File: config.mk
export PLATFORM = sky130hd
export DESIGN_NAME = generador_tono
export DESIGN_NICKNAME = d
export VERILOG_FILES = /design/src/rtl/notas_pkg.sv /design/src/rtl/divisor_tono.sv /design/src/rtl/generador_tono.sv
export SDC_FILE = /design/constraint.sdc
export NUM_CORES = 1
export LEC_CHECK = 0
export BUFFER_PORTS_ARGS = -buffer_cell sky130_fd_sc_hd__buf_4
export CAP_MARGIN = 10
export CELL_PAD_IN_SITES_DETAIL_PLACEMENT = 1
export CELL_PAD_IN_SITES_GLOBAL_PLACEMENT = 1
export CORE_ASPECT_RATIO = 2
export CORE_MARGIN = 2
export CORE_UTILIZATION = 30
export DETAILED_ROUTE_END_ITERATION = 10
export PLACE_DENSITY = 0.52
export SYNTH_ARGS = -nofsm -noshare
export SYNTH_HDL_FRONTEND = slang
export SYNTH_HIERARCHICAL = 1
export SYNTH_SLANG_ARGS = --single-unit
File: constraint.sdc
create_clock -name clk -period 5.5 [get_ports clk]
set_input_delay 0.55 -clock clk [delete_from_list [all_inputs] [get_ports clk]]
set_output_delay 0.55 -clock clk [all_outputs]
set_load 0.02 [all_outputs]
File: src/rtl/notas_pkg.sv
// Shared note codes, note frequencies and half-period derivation for the tone
// generator and the free-mode FSM.
package notas_pkg;

    localparam int unsigned NOTA_W = 3;
    localparam int unsigned HALF_W = 17;

    localparam logic [NOTA_W-1:0] NOTA_SIL = 3'd0;
    localparam logic [NOTA_W-1:0] NOTA_C   = 3'd1;
    localparam logic [NOTA_W-1:0] NOTA_D   = 3'd2;
    localparam logic [NOTA_W-1:0] NOTA_E   = 3'd3;
    localparam logic [NOTA_W-1:0] NOTA_F   = 3'd4;

    // Equal-temperament fourth octave, in millihertz
    localparam longint unsigned FREQ_C_MHZ = 64'd261626;
    localparam longint unsigned FREQ_D_MHZ = 64'd293665;
    localparam longint unsigned FREQ_E_MHZ = 64'd329628;
    localparam longint unsigned FREQ_F_MHZ = 64'd349228;

    function automatic logic nota_valida(input logic [NOTA_W-1:0] nota);
        return (nota >= NOTA_C) && (nota <= NOTA_F);
    endfunction

    // Rounded clk_hz / (2 * f); meant for elaboration-time constants only
    function automatic logic [HALF_W-1:0] half_period(input longint unsigned clk_hz,
                                                      input longint unsigned f_mhz);
        longint unsigned half;
        if (f_mhz == 64'd0) begin
            half = 64'd0;
        end else begin
            half = (clk_hz * 64'd1000 + f_mhz) / (64'd2 * f_mhz);
        end
        return HALF_W'(half);
    endfunction

endpackage

File: src/rtl/divisor_tono.sv
// Programmable square-wave divider: toggles audio every 'half' cycles and
// restarts from a low output whenever restart is asserted.
module divisor_tono
    import notas_pkg::*;
(
    input  logic              clk,
    input  logic              reset,
    input  logic              restart,
    input  logic [HALF_W-1:0] half,
    output logic              audio
);

    logic [HALF_W-1:0] cnt;

    always_ff @(posedge clk) begin
        if (reset || restart) begin
            cnt   <= '0;
            audio <= 1'b0;
        end else if (cnt == half - HALF_W'(1)) begin
            cnt   <= '0;
            audio <= ~audio;
        end else begin
            cnt   <= cnt + HALF_W'(1);
        end
    end

endmodule

File: src/rtl/generador_tono.sv
// Tone generator: plays the selected note while a key is held and reports how
// long the last note was held, in 0.1 s ticks saturating at 99.
module generador_tono
    import notas_pkg::*;
#(
    parameter int unsigned CLK_HZ      = 50_000_000,
    parameter int unsigned TICK_CYCLES = 5_000_000
) (
    input  logic              clk,
    input  logic              reset,
    input  logic [NOTA_W-1:0] nota,
    input  logic              contar,
    output logic              audio,
    output logic              sonando,
    output logic [6:0]        duracion,
    output logic              fin_nota
);

    localparam int unsigned DUR_W   = 7;
    localparam int unsigned DUR_MAX = 99;
    localparam int unsigned PRE_W   = (TICK_CYCLES > 1) ? $clog2(TICK_CYCLES) : 1;

    localparam logic [0:0] SILENCIO = 1'b0;
    localparam logic [0:0] SONANDO  = 1'b1;

    localparam logic [HALF_W-1:0] HALF_C = half_period(64'(CLK_HZ), FREQ_C_MHZ);
    localparam logic [HALF_W-1:0] HALF_D = half_period(64'(CLK_HZ), FREQ_D_MHZ);
    localparam logic [HALF_W-1:0] HALF_E = half_period(64'(CLK_HZ), FREQ_E_MHZ);
    localparam logic [HALF_W-1:0] HALF_F = half_period(64'(CLK_HZ), FREQ_F_MHZ);

    logic [0:0]        state, state_next;
    logic [NOTA_W-1:0] nota_r, nota_act;
    logic              contar_r;
    logic [PRE_W-1:0]  pre, pre_next;
    logic [DUR_W-1:0]  hold, hold_next, dur_next;
    logic              fin_next;
    logic              valida_c, tick_c, restart_c;
    logic [HALF_W-1:0] half_c;

    // Input capture; nota_act remembers the previously sampled note to spot changes
    always_ff @(posedge clk) begin
        if (reset) begin
            nota_r   <= '0;
            contar_r <= 1'b0;
            nota_act <= '0;
        end else begin
            nota_r   <= nota;
            contar_r <= contar;
            nota_act <= nota_r;
        end
    end

    assign valida_c = contar_r && nota_valida(nota_r);

    always_comb begin
        state_next = state;
        pre_next   = '0;
        hold_next  = '0;
        dur_next   = duracion;
        fin_next   = 1'b0;
        tick_c     = (pre == PRE_W'(TICK_CYCLES - 1));
        case (state)
            SILENCIO: begin
                if (valida_c) state_next = SONANDO;
            end
            SONANDO: begin
                pre_next  = tick_c ? '0 : pre + PRE_W'(1);
                hold_next = (tick_c && hold != DUR_W'(DUR_MAX)) ? hold + DUR_W'(1) : hold;
                if (!valida_c) begin
                    state_next = SILENCIO;
                    dur_next   = hold_next;
                    fin_next   = 1'b1;
                end
            end
            default: state_next = SILENCIO;
        endcase
    end

    always_ff @(posedge clk) begin
        if (reset) begin
            state    <= SILENCIO;
            pre      <= '0;
            hold     <= '0;
            sonando  <= 1'b0;
            duracion <= '0;
            fin_nota <= 1'b0;
        end else begin
            state    <= state_next;
            pre      <= pre_next;
            hold     <= hold_next;
            sonando  <= (state_next == SONANDO);
            duracion <= dur_next;
            fin_nota <= fin_next;
        end
    end

    always_comb begin
        case (nota_r)
            NOTA_C:   half_c = HALF_C;
            NOTA_D:   half_c = HALF_D;
            NOTA_E:   half_c = HALF_E;
            NOTA_F:   half_c = HALF_F;
            NOTA_SIL: half_c = '0;
            default:  half_c = '0;
        endcase
    end

    // Divider runs only while a note keeps sounding with an unchanged code
    assign restart_c = (state != SONANDO) || (state_next != SONANDO) || (nota_r != nota_act);

    divisor_tono u_div (
        .clk     (clk),
        .reset   (reset),
        .restart (restart_c),
        .half    (half_c),
        .audio   (audio)
    );

endmodule
* Yosys cells after proc, flatten, opt, wreduce, memory -nomap -nowiden
Index checks and enable logic that the tools add are counted.
Word-level totals: flip-flop bits (word level) 64, output and inout port bits 10
Cells by class: add/sub/neg operators 4, $lt $le $gt $ge 2, equal/unequal tests 8, mux-type cells 4, bitwise operators 4, reductions and logical operators 10
Operators with widths (count):
- $pmux W17 S4 | 1
- $add A23 B1 Y23 const B | 1
- $eq A23 B23 Y1 const B | 1
- $add A17 B1 Y17 const B | 1
- $eq A17 B17 Y1 | 1
- $sub A17 B1 Y17 const B | 1
- $add A7 B1 Y7 const B | 1
- $mux W7 | 1
- $ne A7 B7 Y1 const B | 1
- $eq A3 B2 Y1 const B | 2
- $not A1 Y1 | 4
- $reduce_or A2 Y1 | 2
- $eq A3 B1 Y1 const B | 1
- $eq A3 B3 Y1 const B | 1
- $ge A3 B1 Y1 const B | 1
- $le A3 B3 Y1 const B | 1
- $logic_and A1 B1 Y1 | 3
- $logic_or A1 B1 Y1 | 3
- $ne A3 B3 Y1 | 1
- $reduce_or A3 Y1 | 1
- $mux W1 | 2
- $reduce_and A2 Y1 | 1

* Logic depth before layout (Yosys ltp)
depth in word-level cells 9, gate-level depth with buffers 15, mapped depth without buffers 12

* By module
Netlist, hierarchy kept.
Modules (own cells, without submodules):
- generador_tono | times used 1, cells each 238, area each 2088.3 um^2, sequential area each 920.9 um^2
- divisor_tono | times used 1, cells each 173, area each 1412.6 um^2, sequential area each 360.3 um^2

* Worst setup path after synthesis
No wires, ideal clock.
path kind register -> register, from register nota_r[0], to register u_div.cnt[6], library setup time 0.115 ns, arrival 2.721 ns, data required time 5.385 ns, path slack 2.664 ns, stages on the path, launching flop included 15, clock period less this slack 2.836 ns, path through dfxtp_1 clkbuf_1 nor2b_1 nand2b_1 inv_1 buf_6 or4_4 buf_6 nor3_4 o211ai_2 a2111oi_4 nand4_2 o21ai_4 buf_4 nor2_1
Between the ends: elaborated cells on any way between the ends 18
RTL lines:
- start, declared | RTL line generador_tono.sv:32 | logic [NOTA_W-1:0] nota_r, nota_act;
- start signal, assigned | RTL line generador_tono.sv:47 | nota_r <= nota;
- $eq A3 B3 Y1, or another cell as far along | RTL line generador_tono.sv:98 | case (nota_r)
- $pmux W17 S4 * | RTL line generador_tono.sv:98
- via half_c[13] | RTL line generador_tono.sv:38 | logic [HALF_W-1:0] half_c;
- $sub A17 B1 Y17 * | RTL line divisor_tono.sv:19 | end else if (cnt == half - HALF_W'(1)) begin
- $eq A17 B17 Y1 * | RTL line divisor_tono.sv:19
- $reduce_or A2 Y1 (no source line) *
- end signal, assigned | RTL line divisor_tono.sv:23 | cnt <= cnt + HALF_W'(1);
- end, declared | RTL line divisor_tono.sv:13 | logic [HALF_W-1:0] cnt;
Mark *: on every way through the listed nets, which the timed path passes. The rest lies on a longest branch. A chain may end at the register's enable or synchronous reset.

* Final worst setup path
from register nota_r[0], to register u_div.cnt[7]
Same word-level chain as after synthesis.

==> metrics <==
element type at the critical path end flop; maximum buffer depth of the clock tree 2; CTS sink cnt 64; max incr delay on CP 0.85 ns; Inserted Diodes 0; Clock Skews 0.00546 ns; worst path buffer plus inverter count 0; global-route wire length before repair 16100 um; met2 WL post-DR 5640 um; clk root buf sky130_fd_sc_hd__clkbuf_16; number of global-route vias before repair 3116; ratio of cells with drive above 1 in the final layout 10.9%; dpl ws 2.05 ns; fraction of registers with async set/reset 0%; Max rail drop VDD 0.320 mV; first-pass iteration count of the detailed router 4; category of the most critical setup path reg -> reg; number of synthesized flops with an enable pin 0; post-synthesis register bit count 64; Warnings, synthesis 6; fraction of the cycle the final worst path needs 62.9%; peak clock frequency supported by timing 289 MHz; Critical Path, Cell by Cell nor2b_1, nand2b_1, nand2_1, nor4_1, nand4_1, xnor2_1, a2111oi_4, nand4_2, o21ai_4, nor2_1; arrival time worst endpoint 3.66 ns; setup fix buffers added after clock tree synthesis 0; Req. time, crit path 5.70 ns; number of top-level pins 16; Starting DRT DRC Count 72; family with the most delay on the worst path simple AND/OR/NAND/NOR gates; area overhead of the layout relative to synthesis 16.8%; DRC violations left 0; standard cell core area 0.0114 mm2; outcome finished, final reports clean; total number of vias 3050; metal1 wirelength 3560 um; Inserted Clock Buffers 9; uppermost layer routed met4; Leak 0.00136 uW; register clock-pin slew on the reported worst setup and hold paths 0.06 ns; Detailed Route WL 9880 um; mean cell area of the mapped netlist 8.52 um2; sequential-to-total area share from yosys stat 36.6%; area share of the leading cell type in the synthesized netlist 36.6%; count of cells resized by post-cts repair 0; GR Overflow Total 0; count of antenna-violating nets left after detailed routing 0; vertical die dimension 157 um; power per standard cell area 305 mW/mm2; synth top area cells sky130_fd_sc_hd__dfxtp_1, sky130_fd_sc_hd__xnor2_1, sky130_fd_sc_hd__xor2_1; post-synthesis cell type count 60; final count of pins violating max slew 0; antenna violations before repair 0; Max transition margin 39.1%; HPWL after DPL 7670 um; cell area after technology mapping 0.00350 mm2; standard-cell rows 55; Die Footprint 0.0126 mm2; mean routed wirelength per cell 17.2 um; cell accounting for the most synthesized area sky130_fd_sc_hd__dfxtp_1; largest net degree at the start of global routing 23; CTS tree yes; cell count after synthesis 411; Post-Route Setup TNS 0 ns; die width 80.4 um; kind of start point of the critical path flop; Synth Flop Type sky130_fd_sc_hd__dfxtp_1; Final GP Congestion 0.833; cell with the biggest individual delay on the critical path sky130_fd_sc_hd__nor4_1; number of failing hold endpoints at the final stage 0; worst skew pair latency 0.33 ns; GRT Total Usage 17.0%; most numerous cell in the Yosys netlist sky130_fd_sc_hd__dfxtp_1; CTS Hold Buffers Added 0; top post-synthesis cells by count sky130_fd_sc_hd__dfxtp_1, sky130_fd_sc_hd__nor2_1, sky130_fd_sc_hd__xnor2_1, sky130_fd_sc_hd__xor2_1, sky130_fd_sc_hd__nand2_1; transition time at the pin with the least slew margin 0.905 ns; Max-Cap Viols 0; detailed-routed wire length on met3 157 um; routed via count divided by cell count 5.31; Starting Density 30.8%; nets 437; Hold Crit Class in -> reg; setup-violating endpoint count in the final report 0; number of input and output port buffers inserted 15; Final Critical Period 3.46 ns; worst setup margin 2.04 ns; critical path fanouts, max 17; H-tree depth 3; unrepaired setup endpoints after global routing no
## routing by layer
| metal | vias to the layer above | track usage [%] |
|---|---|---|
| met3 | 26 | 3.34 |
| met1 | 1497 | 16.3 |
| met2 | 32 | 31.8 |
| met4 | 0 | 10.7 |
| met5 | - | 0 |
| li1 | 1495 | - |
## cell usage in the layout, fill, tap and decap left out, types with 2 or more instances in the layout
| cell | count |
|---|---|
| sky130_fd_sc_hd__and2_1 | 3 |
| sky130_fd_sc_hd__clkbuf_16 | 9 |
| sky130_fd_sc_hd__o21ai_0 | 7 |
| sky130_fd_sc_hd__nand2b_1 | 4 |
| sky130_fd_sc_hd__xnor2_1 | 26 |
| sky130_fd_sc_hd__inv_1 | 17 |
| sky130_fd_sc_hd__a31oi_1 | 2 |
| sky130_fd_sc_hd__nor3_1 | 9 |
| sky130_fd_sc_hd__dfxtp_1 | 64 |
| sky130_fd_sc_hd__nand3b_1 | 2 |
| sky130_fd_sc_hd__bufinv_16 | 3 |
| sky130_fd_sc_hd__nor2_1 | 53 |
| sky130_fd_sc_hd__buf_4 | 17 |
| sky130_fd_sc_hd__a22oi_1 | 2 |
| sky130_fd_sc_hd__a311oi_1 | 8 |
| sky130_fd_sc_hd__xor2_1 | 24 |
| sky130_fd_sc_hd__and4_1 | 5 |
| sky130_fd_sc_hd__o21a_1 | 2 |
| sky130_fd_sc_hd__nand4_1 | 10 |
| sky130_fd_sc_hd__nor2b_1 | 12 |
| sky130_fd_sc_hd__or3_1 | 8 |
| sky130_fd_sc_hd__and3_1 | 2 |
| sky130_fd_sc_hd__nand2_1 | 23 |
| sky130_fd_sc_hd__conb_1 | 7 |
| sky130_fd_sc_hd__nor4_1 | 9 |
| sky130_fd_sc_hd__o21bai_1 | 3 |
| sky130_fd_sc_hd__ha_1 | 4 |
| sky130_fd_sc_hd__nor3b_1 | 2 |
| sky130_fd_sc_hd__a21oi_1 | 19 |
| sky130_fd_sc_hd__nand4_2 | 2 |
| sky130_fd_sc_hd__o31ai_1 | 13 |
| sky130_fd_sc_hd__or4_1 | 12 |
| sky130_fd_sc_hd__or4_4 | 2 |
| sky130_fd_sc_hd__nand3_1 | 19 |
## registers in the layout, summed over array words and instances, names as in the netlist
| name | flops |
|---|---|
| state | 1 |
| nota_r | 3 |
| u_div/audio | 1 |
| nota_act | 3 |
| u_div/cnt | 17 |
| fin_nota | 1 |
| duracion | 7 |
| hold | 7 |
| pre | 23 |
| contar_r | 1 |
## per-stage QoR
stage	cells	total power, uW	instance area [um2]	hold slack [ns]	utilization (%)
finish	574	1250	4090	0.432	36.0
global route	574	1300	4090	0.433	36.0
CTS	574	1270	4090	0.415	36.0
detailed placement	558	585	3730	0.461	32.9
global placement	558	585	3730	0.454	32.9
floorplan	417	557	3520	0.423	-
## power breakdown
part	leakage (uW)	total (uW)	switching, uW	internal, uW
Clock	0.000169	673	215	457
Sequential	0.000517	473	4.55	469
Combinational	0.000674	101	63.3	37.6
Total	0.00136	1250	283	964
## cell families after synthesis
logic type / synth area share [%]
xor+xnor: 12.5
compound gates: 14.1
fa+ha+maj: 1.43
buf+inv: 4.54
other cells: 0.107
flops: 36.6
simple gates: 30.4
mux: 0.322
## cell type report
type	count	area, um2
Fill cell	1357	7270
Clock buffer	10	239
Multi-Input combinational cell	318	2080
Clock inverter	6	115
Timing Repair Buffer	17	128
Sequential cell	64	1280
Tap cell	142	178
Inverter	17	63.8
## path summary, 6_finish.rpt
| kind | slack (ns) | cells after the start | to | startpoint |
|---|---|---|---|---|
| hold reg to reg | 0.47 | 2 | state$_SDFF_PP0_ | contar_r$_SDFF_PP0_ |
| hold / removal | 0.43 | 2 | nota_r[2]$_SDFF_PP0_ | nota[2] |
| setup / recovery | 2.04 | 10 | u_div/cnt[7]$_SDFF_PP0_ | nota_r[0]$_SDFF_PP0_ |
| setup reg to reg | 2.04 | 10 | u_div/cnt[7]$_SDFF_PP0_ | nota_r[0]$_SDFF_PP0_ |
## worst reg2reg max path: stages (launching register included)
cell,delay [ns]
sky130_fd_sc_hd__dfxtp_1,0.38
sky130_fd_sc_hd__nor2b_1,0.29
sky130_fd_sc_hd__nand2b_1,0.18
sky130_fd_sc_hd__nand2_1,0.22
sky130_fd_sc_hd__nor4_1,0.85
sky130_fd_sc_hd__nand4_1,0.22
sky130_fd_sc_hd__xnor2_1,0.22
sky130_fd_sc_hd__a2111oi_4,0.23
sky130_fd_sc_hd__nand4_2,0.19
sky130_fd_sc_hd__o21ai_4,0.44
sky130_fd_sc_hd__nor2_1,0.11
No activity file was read; power rests on OpenSTA's default activity.
